--- src/rtl/control_fsm.sv ---
// control_fsm: multi-cycle RV32I sequencer (fetch, decode, execute, memory, writeback).
// Define PERF_COUNTERS_EN to build the instr_retired / stall_cycles counters.
module control_fsm (
    input  logic        clk,
    input  logic        rst,
    input  logic [6:0]  opcode,
    input  logic [2:0]  funct3,
    input  logic [6:0]  funct7,
    input  logic        br_en,
    input  logic [1:0]  mar_lo,
    input  logic        mem_resp,
    output logic        load_pc,
    output logic        load_ir,
    output logic        load_regfile,
    output logic        load_mar,
    output logic        load_mdr,
    output logic        load_data_out,
    output logic [1:0]  pcmux_sel,
    output logic        alumux1_sel,
    output logic [2:0]  alumux2_sel,
    output logic        cmpmux_sel,
    output logic        marmux_sel,
    output logic [2:0]  regfilemux_sel,
    output logic [2:0]  aluop,
    output logic [2:0]  cmpop,
    output logic        mem_read,
    output logic        mem_write,
    output logic [3:0]  mem_byte_enable,
    output logic        illegal,
    output logic [31:0] instr_retired,
    output logic [31:0] stall_cycles
);
    localparam logic [6:0] OP_LUI   = 7'h37;
    localparam logic [6:0] OP_AUIPC = 7'h17;
    localparam logic [6:0] OP_JAL   = 7'h6f;
    localparam logic [6:0] OP_JALR  = 7'h67;
    localparam logic [6:0] OP_BR    = 7'h63;
    localparam logic [6:0] OP_LOAD  = 7'h03;
    localparam logic [6:0] OP_STORE = 7'h23;
    localparam logic [6:0] OP_IMM   = 7'h13;
    localparam logic [6:0] OP_REG   = 7'h33;

    localparam logic [2:0] ALU_ADD = 3'd0;
    localparam logic [2:0] ALU_SRA = 3'd2;
    localparam logic [2:0] ALU_SUB = 3'd3;

    localparam logic [2:0] F3_ADD  = 3'd0;
    localparam logic [2:0] F3_SLT  = 3'd2;
    localparam logic [2:0] F3_SLTU = 3'd3;
    localparam logic [2:0] F3_SR   = 3'd5;
    localparam logic [2:0] F3_SB   = 3'd0;
    localparam logic [2:0] F3_SH   = 3'd1;

    localparam logic [2:0] CMP_BLT  = 3'd4;
    localparam logic [2:0] CMP_BLTU = 3'd6;

    typedef enum logic [3:0] {
        FETCH1, FETCH2, FETCH3, DECODE, IMM, REG, LUI, AUIPC,
        BR, JAL, JALR, CALC_ADDR, LD1, LD2, ST1, ST2
    } state_t;

    state_t state_reg, state_next;

    // Only funct7[5] distinguishes instructions in RV32I base.
    logic unused_funct7;
    assign unused_funct7 = ^{funct7[6], funct7[4:0]};

    always_ff @(posedge clk or posedge rst) begin
        if (rst) state_reg <= FETCH1;
        else     state_reg <= state_next;
    end

    always_comb begin
        state_next      = state_reg;
        load_pc         = 1'b0;
        load_ir         = 1'b0;
        load_regfile    = 1'b0;
        load_mar        = 1'b0;
        load_mdr        = 1'b0;
        load_data_out   = 1'b0;
        pcmux_sel       = 2'd0;
        alumux1_sel     = 1'b0;
        alumux2_sel     = 3'd0;
        cmpmux_sel      = 1'b0;
        marmux_sel      = 1'b0;
        regfilemux_sel  = 3'd0;
        aluop           = ALU_ADD;
        cmpop           = 3'd0;
        mem_read        = 1'b0;
        mem_write       = 1'b0;
        mem_byte_enable = 4'b1111;
        illegal         = 1'b0;
        // Outputs are held at their idle values for as long as reset is high.
        if (!rst) begin
            case (state_reg)
                FETCH1: begin
                    load_mar   = 1'b1;
                    state_next = FETCH2;
                end
                FETCH2: begin
                    mem_read = 1'b1;
                    load_mdr = mem_resp;
                    if (mem_resp) state_next = FETCH3;
                end
                FETCH3: begin
                    load_ir    = 1'b1;
                    state_next = DECODE;
                end
                DECODE: begin
                    case (opcode)
                        OP_IMM:             state_next = IMM;
                        OP_REG:             state_next = REG;
                        OP_LUI:             state_next = LUI;
                        OP_AUIPC:           state_next = AUIPC;
                        OP_BR:              state_next = BR;
                        OP_JAL:             state_next = JAL;
                        OP_JALR:            state_next = JALR;
                        OP_LOAD, OP_STORE:  state_next = CALC_ADDR;
                        default: begin
                            illegal    = 1'b1;
                            load_pc    = 1'b1;
                            state_next = FETCH1;
                        end
                    endcase
                end
                IMM, REG: begin
                    load_regfile = 1'b1;
                    load_pc      = 1'b1;
                    state_next   = FETCH1;
                    if (state_reg == REG) alumux2_sel = 3'd5;
                    if (funct3 == F3_SLT || funct3 == F3_SLTU) begin
                        regfilemux_sel = 3'd1;
                        cmpop          = (funct3 == F3_SLT) ? CMP_BLT : CMP_BLTU;
                        cmpmux_sel     = (state_reg == IMM);
                    end else if (funct3 == F3_SR && funct7[5]) begin
                        aluop = ALU_SRA;
                    end else if (state_reg == REG && funct3 == F3_ADD && funct7[5]) begin
                        aluop = ALU_SUB;
                    end else begin
                        aluop = funct3;
                    end
                end
                LUI: begin
                    regfilemux_sel = 3'd2;
                    load_regfile   = 1'b1;
                    load_pc        = 1'b1;
                    state_next     = FETCH1;
                end
                AUIPC: begin
                    alumux1_sel  = 1'b1;
                    alumux2_sel  = 3'd1;
                    load_regfile = 1'b1;
                    load_pc      = 1'b1;
                    state_next   = FETCH1;
                end
                BR: begin
                    cmpop       = funct3;
                    alumux1_sel = 1'b1;
                    alumux2_sel = 3'd2;
                    load_pc     = 1'b1;
                    pcmux_sel   = {1'b0, br_en};
                    state_next  = FETCH1;
                end
                JAL: begin
                    regfilemux_sel = 3'd4;
                    load_regfile   = 1'b1;
                    alumux1_sel    = 1'b1;
                    alumux2_sel    = 3'd4;
                    pcmux_sel      = 2'd1;
                    load_pc        = 1'b1;
                    state_next     = FETCH1;
                end
                JALR: begin
                    regfilemux_sel = 3'd4;
                    load_regfile   = 1'b1;
                    pcmux_sel      = 2'd2;
                    load_pc        = 1'b1;
                    state_next     = FETCH1;
                end
                CALC_ADDR: begin
                    marmux_sel = 1'b1;
                    load_mar   = 1'b1;
                    if (opcode == OP_STORE) begin
                        alumux2_sel   = 3'd3;
                        load_data_out = 1'b1;
                        state_next    = ST1;
                    end else begin
                        state_next = LD1;
                    end
                end
                LD1: begin
                    mem_read = 1'b1;
                    load_mdr = mem_resp;
                    if (mem_resp) state_next = LD2;
                end
                LD2: begin
                    regfilemux_sel = 3'd3;
                    load_regfile   = 1'b1;
                    load_pc        = 1'b1;
                    state_next     = FETCH1;
                end
                ST1: begin
                    mem_write = 1'b1;
                    case (funct3)
                        F3_SB:   mem_byte_enable = 4'b0001 << mar_lo;
                        F3_SH:   mem_byte_enable = 4'b0011 << {mar_lo[1], 1'b0};
                        default: mem_byte_enable = 4'b1111;
                    endcase
                    if (mem_resp) state_next = ST2;
                end
                ST2: begin
                    load_pc    = 1'b1;
                    state_next = FETCH1;
                end
                default: state_next = FETCH1;
            endcase
        end
    end

`ifdef PERF_COUNTERS_EN
    logic [31:0] retired_reg;
    logic [31:0] stall_reg;
    logic        waiting;

    assign waiting = (state_reg == FETCH2) || (state_reg == LD1) || (state_reg == ST1);

    always_ff @(posedge clk or posedge rst) begin
        if (rst) begin
            retired_reg <= 32'd0;
            stall_reg   <= 32'd0;
        end else begin
            // FETCH1 never loops on itself, so any entry into it ends an instruction.
            if (state_next == FETCH1 && state_reg != FETCH1) retired_reg <= retired_reg + 32'd1;
            if (waiting && !mem_resp) stall_reg <= stall_reg + 32'd1;
        end
    end

    assign instr_retired = retired_reg;
    assign stall_cycles  = stall_reg;
`else
    assign instr_retired = 32'd0;
    assign stall_cycles  = 32'd0;
`endif

endmodule

--- config.mk ---
export PLATFORM = sky130hd
export DESIGN_NAME = control_fsm
export DESIGN_NICKNAME = d
export VERILOG_FILES = /design/src/rtl/control_fsm.sv
export SDC_FILE = /design/constraint.sdc
export NUM_CORES = 1
export LEC_CHECK = 0
export ABC_AREA = 1
export CORE_MARGIN = 2
export CORE_UTILIZATION = 45
export CTS_CLUSTER_DIAMETER = 100
export DETAILED_ROUTE_END_ITERATION = 6
export DONT_BUFFER_PORTS = 1
export GPL_TIMING_DRIVEN = 0
export PLACE_DENSITY_LB_ADDON = 0.05
export SLEW_MARGIN = 30
export SYNTH_ARGS = -nofsm -noshare
export SYNTH_HDL_FRONTEND = slang
export SYNTH_SLANG_ARGS = --single-unit
--- constraint.sdc ---
create_clock -name clk -period 1.8 [get_ports clk]
set_clock_uncertainty 0.1 [all_clocks]
set_input_delay 0.45 -clock clk [delete_from_list [all_inputs] [get_ports clk]]
set_output_delay 0.45 -clock clk [all_outputs]
set_load 0.02 [all_outputs]
* Word-level counts from Yosys, hierarchy flattened
Cells that the tools add are included.
W data, S select, Z words.
** Cells by class
- Equal/unequal tests :: 31
- Shift operators :: 2
- Mux-type cells :: 54
- Bitwise gates (word level) :: 1
- Reduce and logical (&&, ||, !) cells :: 16
** Operators by type and width (number)
- $pmux W4 S8 :: 2
- $eq A4 B4 Y1 const B :: 8
- $mux W3 :: 10
- $mux W1 :: 27
- $eq A7 B6 Y1 const B :: 3
- $eq A7 B7 Y1 const B :: 3
- $mux W4 :: 5
- $reduce_or A9 Y1 :: 2
- $eq A4 B3 Y1 const B :: 4
- $pmux W3 S5 :: 1
- $eq A7 B5 Y1 const B :: 2
- $pmux W3 S4 :: 1
- $reduce_or A2 Y1 :: 5
- $eq A4 B2 Y1 const B :: 2
- $mux W2 :: 4
- $pmux W4 S2 :: 1
- $eq A7 B2 Y1 const B :: 1
- $reduce_or A7 Y1 :: 1
- $eq A3 B2 Y1 const B :: 2
- $ne A2 B2 Y1 const B :: 3
- $pmux W2 S3 :: 1
- $pmux W3 S2 :: 1
- $eq A4 B1 Y1 const B :: 1
- $logic_not A4 Y1 :: 1
- other kinds (11) :: 13
** Word-level totals
- Register bits :: 4
- Logic and storage cells :: 105

* Logic depth before layout (Yosys ltp)
Gate-level depths: netlist (run 1).
- Depth after elaboration :: 8
- Gate-level depth with buffers :: 10
- Mapped depth without buffers :: 10

* Least setup slack after synthesis (run 1)
No wires, ideal clock.
- Path kind :: reg-to-output
- From :: register state_reg[0]
- To :: output cmpmux_sel
- Arrival :: 1.514 ns
- Setup slack :: -0.264 ns
- Stages on the path, launching flop included :: 5
- Path buffers :: 1
- Cells stage by stage :: dfrtp_1 -> buf_2 -> nor2_1 -> inv_1 -> nor4_1
** Between the ends
- Longest elaborated chain between the ends :: 4
** Ends and longest elaborated chain
- from (decl) :: RTL line 62 : state_t state_reg, state_next;
- from (signal assigned) :: RTL line 70 : else state_reg <= state_next;
- $eq A4 B3 Y1, on equally long branches :: RTL line 95, 134
- $mux W1 / $reduce_or A2 Y1 (equally long branches)
- $mux W1 (*) :: RTL line 95 : case (state_reg)
- $mux W1 (*) :: RTL line 94 : if (!rst) begin
- to (decl) :: RTL line 21 : output logic cmpmux_sel,
Mark *: on every way between the ends. The rest lies on a longest branch, timed or not.

* Final worst setup path (run 1)
- From :: register state_reg[3]
- To :: output cmpop[1]
** Between the ends
- Longest elaborated chain between the ends :: 4
** Ends and longest elaborated chain
- $eq A4 B3 Y1 :: RTL line 95
- $reduce_or A2 Y1
- $pmux W3 S2 (*) :: RTL line 95
- $mux W3 (*) :: RTL line 94
- to (decl) :: RTL line 25 : output logic [2:0] cmpop,
Marked as above.

==> results by group, run 1 <==
Critical path
  • CP startpoint kind: register
  • Worst path max stage delay: 0.46 ns
  • Slowest cell on crit path: dfrtp_2
  • Critical path's top delay family: simple AND/OR/NAND/NOR gates
  • Crit. End Element: output port
  • Worst path most repeated cell: nor2_4
  • CP max FO: 5
  • Kind of critical path: reg -> out
  • Worst Path Arrival: 1.60 ns
  • FF-to-FF End: state_reg[1]$_DFFE_PP0P_
  • Cells on worst reg2reg path: 10
  • Worst r2r src: state_reg[2]$_DFFE_PP0P_
  • R2R Setup Slk: 0.20 ns
  • Worst-path cell chain: nor2_4 -> inv_4 -> nor2_4 -> nand2_4 -> o31ai_4
  • WP data required: 1.25 ns
  • Buf+Inv Stages, Crit Path: 1

Timing
  • Final hold slack: 0.494 ns
  • Worst-Margin Slew: 0.615 ns
  • Fin worst setup slack: -0.348 ns
  • RSZ-0062 raised after global routing: true
  • Setup violations, final: 30
  • Max Fclk: 465 MHz
  • Final Cycle Share: 119%
  • Slew HR: 59.0%
  • Clock period minus final worst setup slack: 2.15 ns
  • Max Slew Vio Count: 0
  • Total Neg Setup Slack: -7.73 ns
  • Fin. Hold Viols: 0

Min path
  • Hold Path Stages: 4
  • Worst hold path startpoint: rst
  • Hold crit path type: in -> reg
  • Worst Hold Endpoint: state_reg[1]$_DFFE_PP0P_

Placement
  • Post-DP Area: 0.00172 sq mm
  • Dpl ws: -0.267 ns
  • Dpl hpwl: 2.72 mm
  • Port bufs: 0
  • GP Congestion: 0.892

Final layout
  • Layout area overhead: 74.5%
  • Design Area, Final: 0.00239 sq mm
  • Max FFs per register: 4
  • Share of cells above drive strength 1: 53.6%
  • # diodes: 0
  • Util after Layout: 80.4%
  • Nets: 361

Routing
  • Via density: 4.66
  • Avg WL per Cell: 13.8 um
  • # DRC: 0
  • Final wirelength: 5.11 mm
  • Antenna Nets Post-Route: 0
  • Initial drt markers: 51
  • First-pass iteration count of the detailed router: 4
  • Via count: 1719

Power and ir drop
  • Pwr per Cell Area: 640 mW/mm^2
  • Worst VDD drop: 0.000506 V
  • Leak pwr: 0.00127 uW

Yosys
  • Sequential share of the synthesized area: 7.29%
  • Seq cells post-synth: 4
  • EDFF count, synth: 0
  • Fraction of registers with async set/reset: 100%
  • Syn Area/Cell: 5.70 sq um
  • Post-Syn Area: 0.00137 sq mm
  • Synth area leader: buf_4
  • Cells after Synth: 241
  • Ys Warns: 0
  • Synth top area cells: buf_4 35%, nand2_1 11%, nor2_1 11%
  • Synth cell types: 25
  • Top cell type's share of synthesized area: 35.0%
  • Main flop type after synthesis: dfrtp_1

Clock tree
  • CTS H-tree depth: 1
  • CTS Buf Count: 3
  • CTS tree: yes
  • CTS sink count: 4
  • Max clock buf depth: 2
  • Root Driver: clkbuf_4
  • Clk slew on worst S/H paths: 0.03 ns
  • Skew-Pair Late Insertion Delay: 0.25 ns

Die
  • Area of the core: 0.00298 sq mm
  • Die height: 59.2 um
  • Starting density of the core: 46.1%
  • IO Pins: 117
  • FP Rows: 20
  • Die Wd: 59.2 um
  • DIE AREA: 0.00351 sq mm

Global routing
  • Antenna violations before repair: 0
  • GRT Util Overall: 23.1%
  • GRT overflow: 0
  • First-pass GRT wire length: 6.32 mm
  • Number of global-route vias before repair: 1450
  • Largest net degree at the start of global routing: 11

Run
  • MaxCap Viol Count: 0

Status
  • Failing checks: negative setup slack
  • Status: complete, but fails checks
[cell usage after synthesis, types with 2 or more instances]
| cell type | number |
|---|---|
| nand2_1 | 41 |
| nand3_1 | 13 |
| nor2_1 | 40 |
| a21oi_1 | 11 |
| nor3_1 | 4 |
| clkbuf_1 | 2 |
| dfrtp_1 | 4 |
| inv_2 | 7 |
| nand2_2 | 5 |
| nor2_4 | 3 |
| inv_1 | 26 |
| buf_4 | 64 |
| o21ai_0 | 9 |
[through the flow]
step                      instances  total power, uW
after CTS                       364             1370
after floorplan                 304              755
final                           369             1530
after global placement          337              839
after global routing            369             1610
after detailed placement        337              839
[cell usage in the layout (no fill, tap or decap)]
cell / synthesis / final
nor2_4: 3 / 21
a21oi_4: 0 / 8
dfrtp_2: 0 / 3
inv_1: 26 / 20
o31ai_4: 0 / 1
nor2_1: 40 / 20
nor3_4: 1 / 5
o21ai_2: 1 / 6
a31oi_4: 0 / 1
o21ai_1: 1 / 1
nand4_1: 1 / 1
nand3_4: 0 / 3
buf_4: 64 / 82
o21ai_0: 9 / 4
dlygate4sd3_1: 0 / 1
nor4_4: 1 / 2
buf_6: 0 / 11
nand2_8: 0 / 1
a21oi_1: 11 / 3
inv_2: 7 / 10
clkbuf_2: 0 / 2
o21a_4: 0 / 1
clkbuf_4: 0 / 3
dfrtp_1: 4 / 1
nand3_2: 0 / 4
nand2_4: 0 / 3
nand2_2: 5 / 8
conb_1: 1 / 64
nor2_2: 0 / 2
inv_4: 0 / 3
nand3_1: 13 / 6
nand2_1: 41 / 34
a211oi_1: 1 / 1
[timing repair]
item,CTS,global route
pin swaps,28,22
hold buffers,1,0
hold endpoints to repair,4,0
gates resized for setup,87,25
endpoints found under the setup margin,30,30
setup buffers,23,6
[routing by layer]
layer | track usage [%] | up-vias | part of all wire (%)
met1 | 23.3 | 771 | 31
met2 | 44.3 | 103 | 55
met4 | 9.09 | 0 | 3.7
li1 | - | 812 | -
met5 | 0 | - | 0
met3 | 6.11 | 33 | 9.6
[logic make-up after synthesis]
family,share of synthesized area (%)
AND/OR/NAND/NOR,36.7
buffers and inverters,44.9
AO/OA/AOI/OAI,10.8
flip-flops,7.29
other,0.273
[worst max path at each step]
| stage | from | endpoint | cells after the start | slack [ns] |
|---|---|---|---|---|
| after floorplan | state_reg[3]$_DFFE_PP0P_ | pcmux_sel[1] | 6 | -0.07 |
| after global placement | state_reg[3]$_DFFE_PP0P_ | pcmux_sel[1] | 6 | -0.25 |
| after detailed placement | state_reg[3]$_DFFE_PP0P_ | pcmux_sel[1] | 6 | -0.27 |
| after CTS | state_reg[0]$_DFFE_PP0P_ | mem_byte_enable[1] | 5 | -0.29 |
| after global routing | state_reg[2]$_DFFE_PP0P_ | alumux2_sel[2] | 7 | -0.41 |
| final | state_reg[3]$_DFFE_PP0P_ | cmpop[1] | 5 | -0.35 |
[worst register-to-register path: stages, from the launching register on]
cell and delay (ns):
dfrtp_2 0.42, buf_4 0.16, nand2_2 0.10, inv_2 0.06, nand2_2 0.10, buf_4 0.14
nand3_1 0.08, nor2_1 0.14, nand2_1 0.07, nand2_1 0.06, nand2_1 0.05
[where the power goes]
group | leakage, uW | total, uW | switching (uW) | internal [uW]
Sequential | 0.0000474 | 132 | 17.4 | 114
Combinational | 0.00121 | 1280 | 788 | 494
Clock | 0.0000138 | 119 | 43.8 | 75.0
[layout make-up]
type / count / area [sq um]
multi-input cells: 200 / 1340
fillers: 197 / 583
plain buffers: 67 / 502
repair buffers: 29 / 258
inverters: 33 / 131
flip-flops and latches: 4 / 104
well taps: 33 / 41.3
clock buffers: 3 / 22.5
Power figures use the tool's default switching activity.
==> run 2, diff against run 1 <==
- CORE_ASPECT_RATIO: not set -> 0.8
- SKIP_LAST_GASP: not set -> 1
==> results by group, run 2 (synthesis results as in run 1) <==
Critical path
  • CP startpoint kind: register
  • FF-to-FF End: state_reg[2]$_DFFE_PP0P_
  • CP max FO: 4
  • Setup crit end: alumux2_sel[0]
  • Worst r2r src: state_reg[3]$_DFFE_PP0P_
  • WP data required: 1.25 ns
  • Worst Setup SP: state_reg[2]$_DFFE_PP0P_
  • Cells on worst reg2reg path: 9
  • R2R Setup Slk: -0.03 ns
  • Kind of critical path: reg -> out
  • Worst Path Arrival: 1.64 ns
  • Crit. End Element: output port

Final layout
  • Nets: 373
  • Commonest non-fill, non-tap cell in the layout: buf_4
  • Fillcell total: 124
  • Layout area overhead: 87.4%
  • Util after Layout: 90.9%
  • Share of cells above drive strength 1: 55.2%
  • Max FFs per register: 4
  • # diodes: 0
  • Commonest non-fill, non-tap cells in the layout: 91 x buf_4, 64 x conb_1, 34 x nand2_1

Routing
  • # DRC: 0
  • WL met3: 1.03 mm
  • Final wirelength: 7.35 mm
  • Met1 WL: 2.27 mm
  • First-pass iteration count of the detailed router: 5
  • Avg WL per Cell: 19.0 um
  • Antenna Nets Post-Route: 0
  • Initial drt markers: 209
  • Via density: 5.32
  • Via count: 2055
  • Highest metal used: met5
  • Routed met2 length: 3.28 mm

Clock tree
  • Max clock buf depth: 2
  • CTS tree: yes
  • Clk slew on worst S/H paths: 0.03 ns
  • Root Driver: clkbuf_8
  • CTS Buf Count: 3
  • CTS sink count: 4
  • CTS H-tree depth: 1
  • Skew-Pair Late Insertion Delay: 0.21 ns

Die
  • Area of the core: 0.00283 sq mm
  • FP Rows: 17
  • Starting density of the core: 48.5%
  • Die Wd: 65.7 um
  • IO Pins: 117
  • Die height: 53.4 um
  • DIE AREA: 0.00351 sq mm

Timing
  • RSZ-0062 raised after global routing: true
  • Max Fclk: 457 MHz
  • Total Neg Setup Slack: -8.07 ns
  • Fin. Hold Viols: 0
  • Final hold slack: 0.538 ns
  • Max Slew Vio Count: 0
  • Worst-Margin Slew: 0.636 ns
  • Clock period minus final worst setup slack: 2.19 ns
  • Final Cycle Share: 122%
  • Fin worst setup slack: -0.389 ns
  • Setup violations, final: 32
  • Slew HR: 57.6%

Power and ir drop
  • PnR Total Power: 1700 uW
  • Pwr per Cell Area: 661 mW/mm^2
  • Leak pwr: 0.00135 uW
  • Worst VDD drop: 0.000763 V

Status
  • Status: complete, but fails checks
  • Failing checks: negative setup slack

Global routing
  • Antenna violations before repair: 1
  • Largest net degree at the start of global routing: 11
  • Number of global-route vias before repair: 1564
  • GRT overflow: 0
  • GRT Util Overall: 27.5%
  • First-pass GRT wire length: 7.27 mm

Placement
  • Port bufs: 0
  • GP Congestion: 0.858
  • Dpl ws: -0.255 ns
  • Dpl hpwl: 2.82 mm

Min path
  • Hold crit path type: in -> reg

Run
  • MaxCap Viol Count: 0
==> run 2: layer usage <==
layer / GRT usage (%) / vias up
met2: 49.0 / 260
met4: 17.4 / 2
met1: 29.6 / 856
li1: - / 837
met3: 6.38 / 100
met5: 0 / -
==> run 2: report_power, final <==
| part | internal, uW | leakage (uW) | switching [uW] |
|---|---|---|---|
| combinational | 513 | 0.00128 | 841 |
| sequential | 115 | 0.0000474 | 49.3 |
| clock | 142 | 0.0000216 | 41.4 |
==> run 2: how the worst min path moves through the flow <==
| stage | cells after the start | startpoint | endpoint | slack, ns |
|---|---|---|---|---|
| after global placement | 1 | rst | state_reg[1]$_DFFE_PP0P_ | 0.17 |
| after global routing | 2 | state_reg[3]$_DFFE_PP0P_ | state_reg[3]$_DFFE_PP0P_ | 0.58 |
| after detailed placement | 1 | rst | state_reg[1]$_DFFE_PP0P_ | 0.18 |
| after floorplan | 1 | rst | state_reg[0]$_DFFE_PP0P_ | 0.15 |
| after CTS | 5 | mem_resp | state_reg[3]$_DFFE_PP0P_ | 0.50 |
| final | 5 | mem_resp | state_reg[3]$_DFFE_PP0P_ | 0.54 |
==> run 2: critical path, stage by stage, from the launching register on <==
cell	delay, ns
dfrtp_2	0.45
buf_6	0.14
nor2_4	0.16
nand2_2	0.13
nor3_4	0.18
inv_2	0.12
a21oi_4	0.23
==> run 2: per-stage QoR <==
stage / std cells / cell area [sq um]
final: 386 / 2570
after global routing: 386 / 2570
after CTS: 374 / 2380
after detailed placement: 342 / 1730
after global placement: 342 / 1730
after floorplan: 304 / 1680
==> run 2: timing repair <==
| item | in CTS | in global routing |
|---|---|---|
| setup buffers | 28 | 13 |
| resized for setup | 100 | 23 |
| setup endpoints to repair | 30 | 30 |
| pin swaps | 24 | 22 |
| endpoints found under the hold margin | 4 | 0 |
| hold buffers | 1 | 0 |
==> run 2: area by class of cell <==
| type | count | area (sq um) | area share, % |
|---|---|---|---|
| Timing Repair Buffer | 41 | 359 | 14.0 |
| Sequential cell | 4 | 104 | 4.04 |
| Clock buffer | 3 | 41.3 | 1.61 |
| Multi-Input combinational cell | 200 | 1380 | 53.7 |
| Tap cell | 38 | 47.5 | 1.85 |
| Buffer | 67 | 502 | 19.5 |
| Inverter | 33 | 136 | 5.30 |
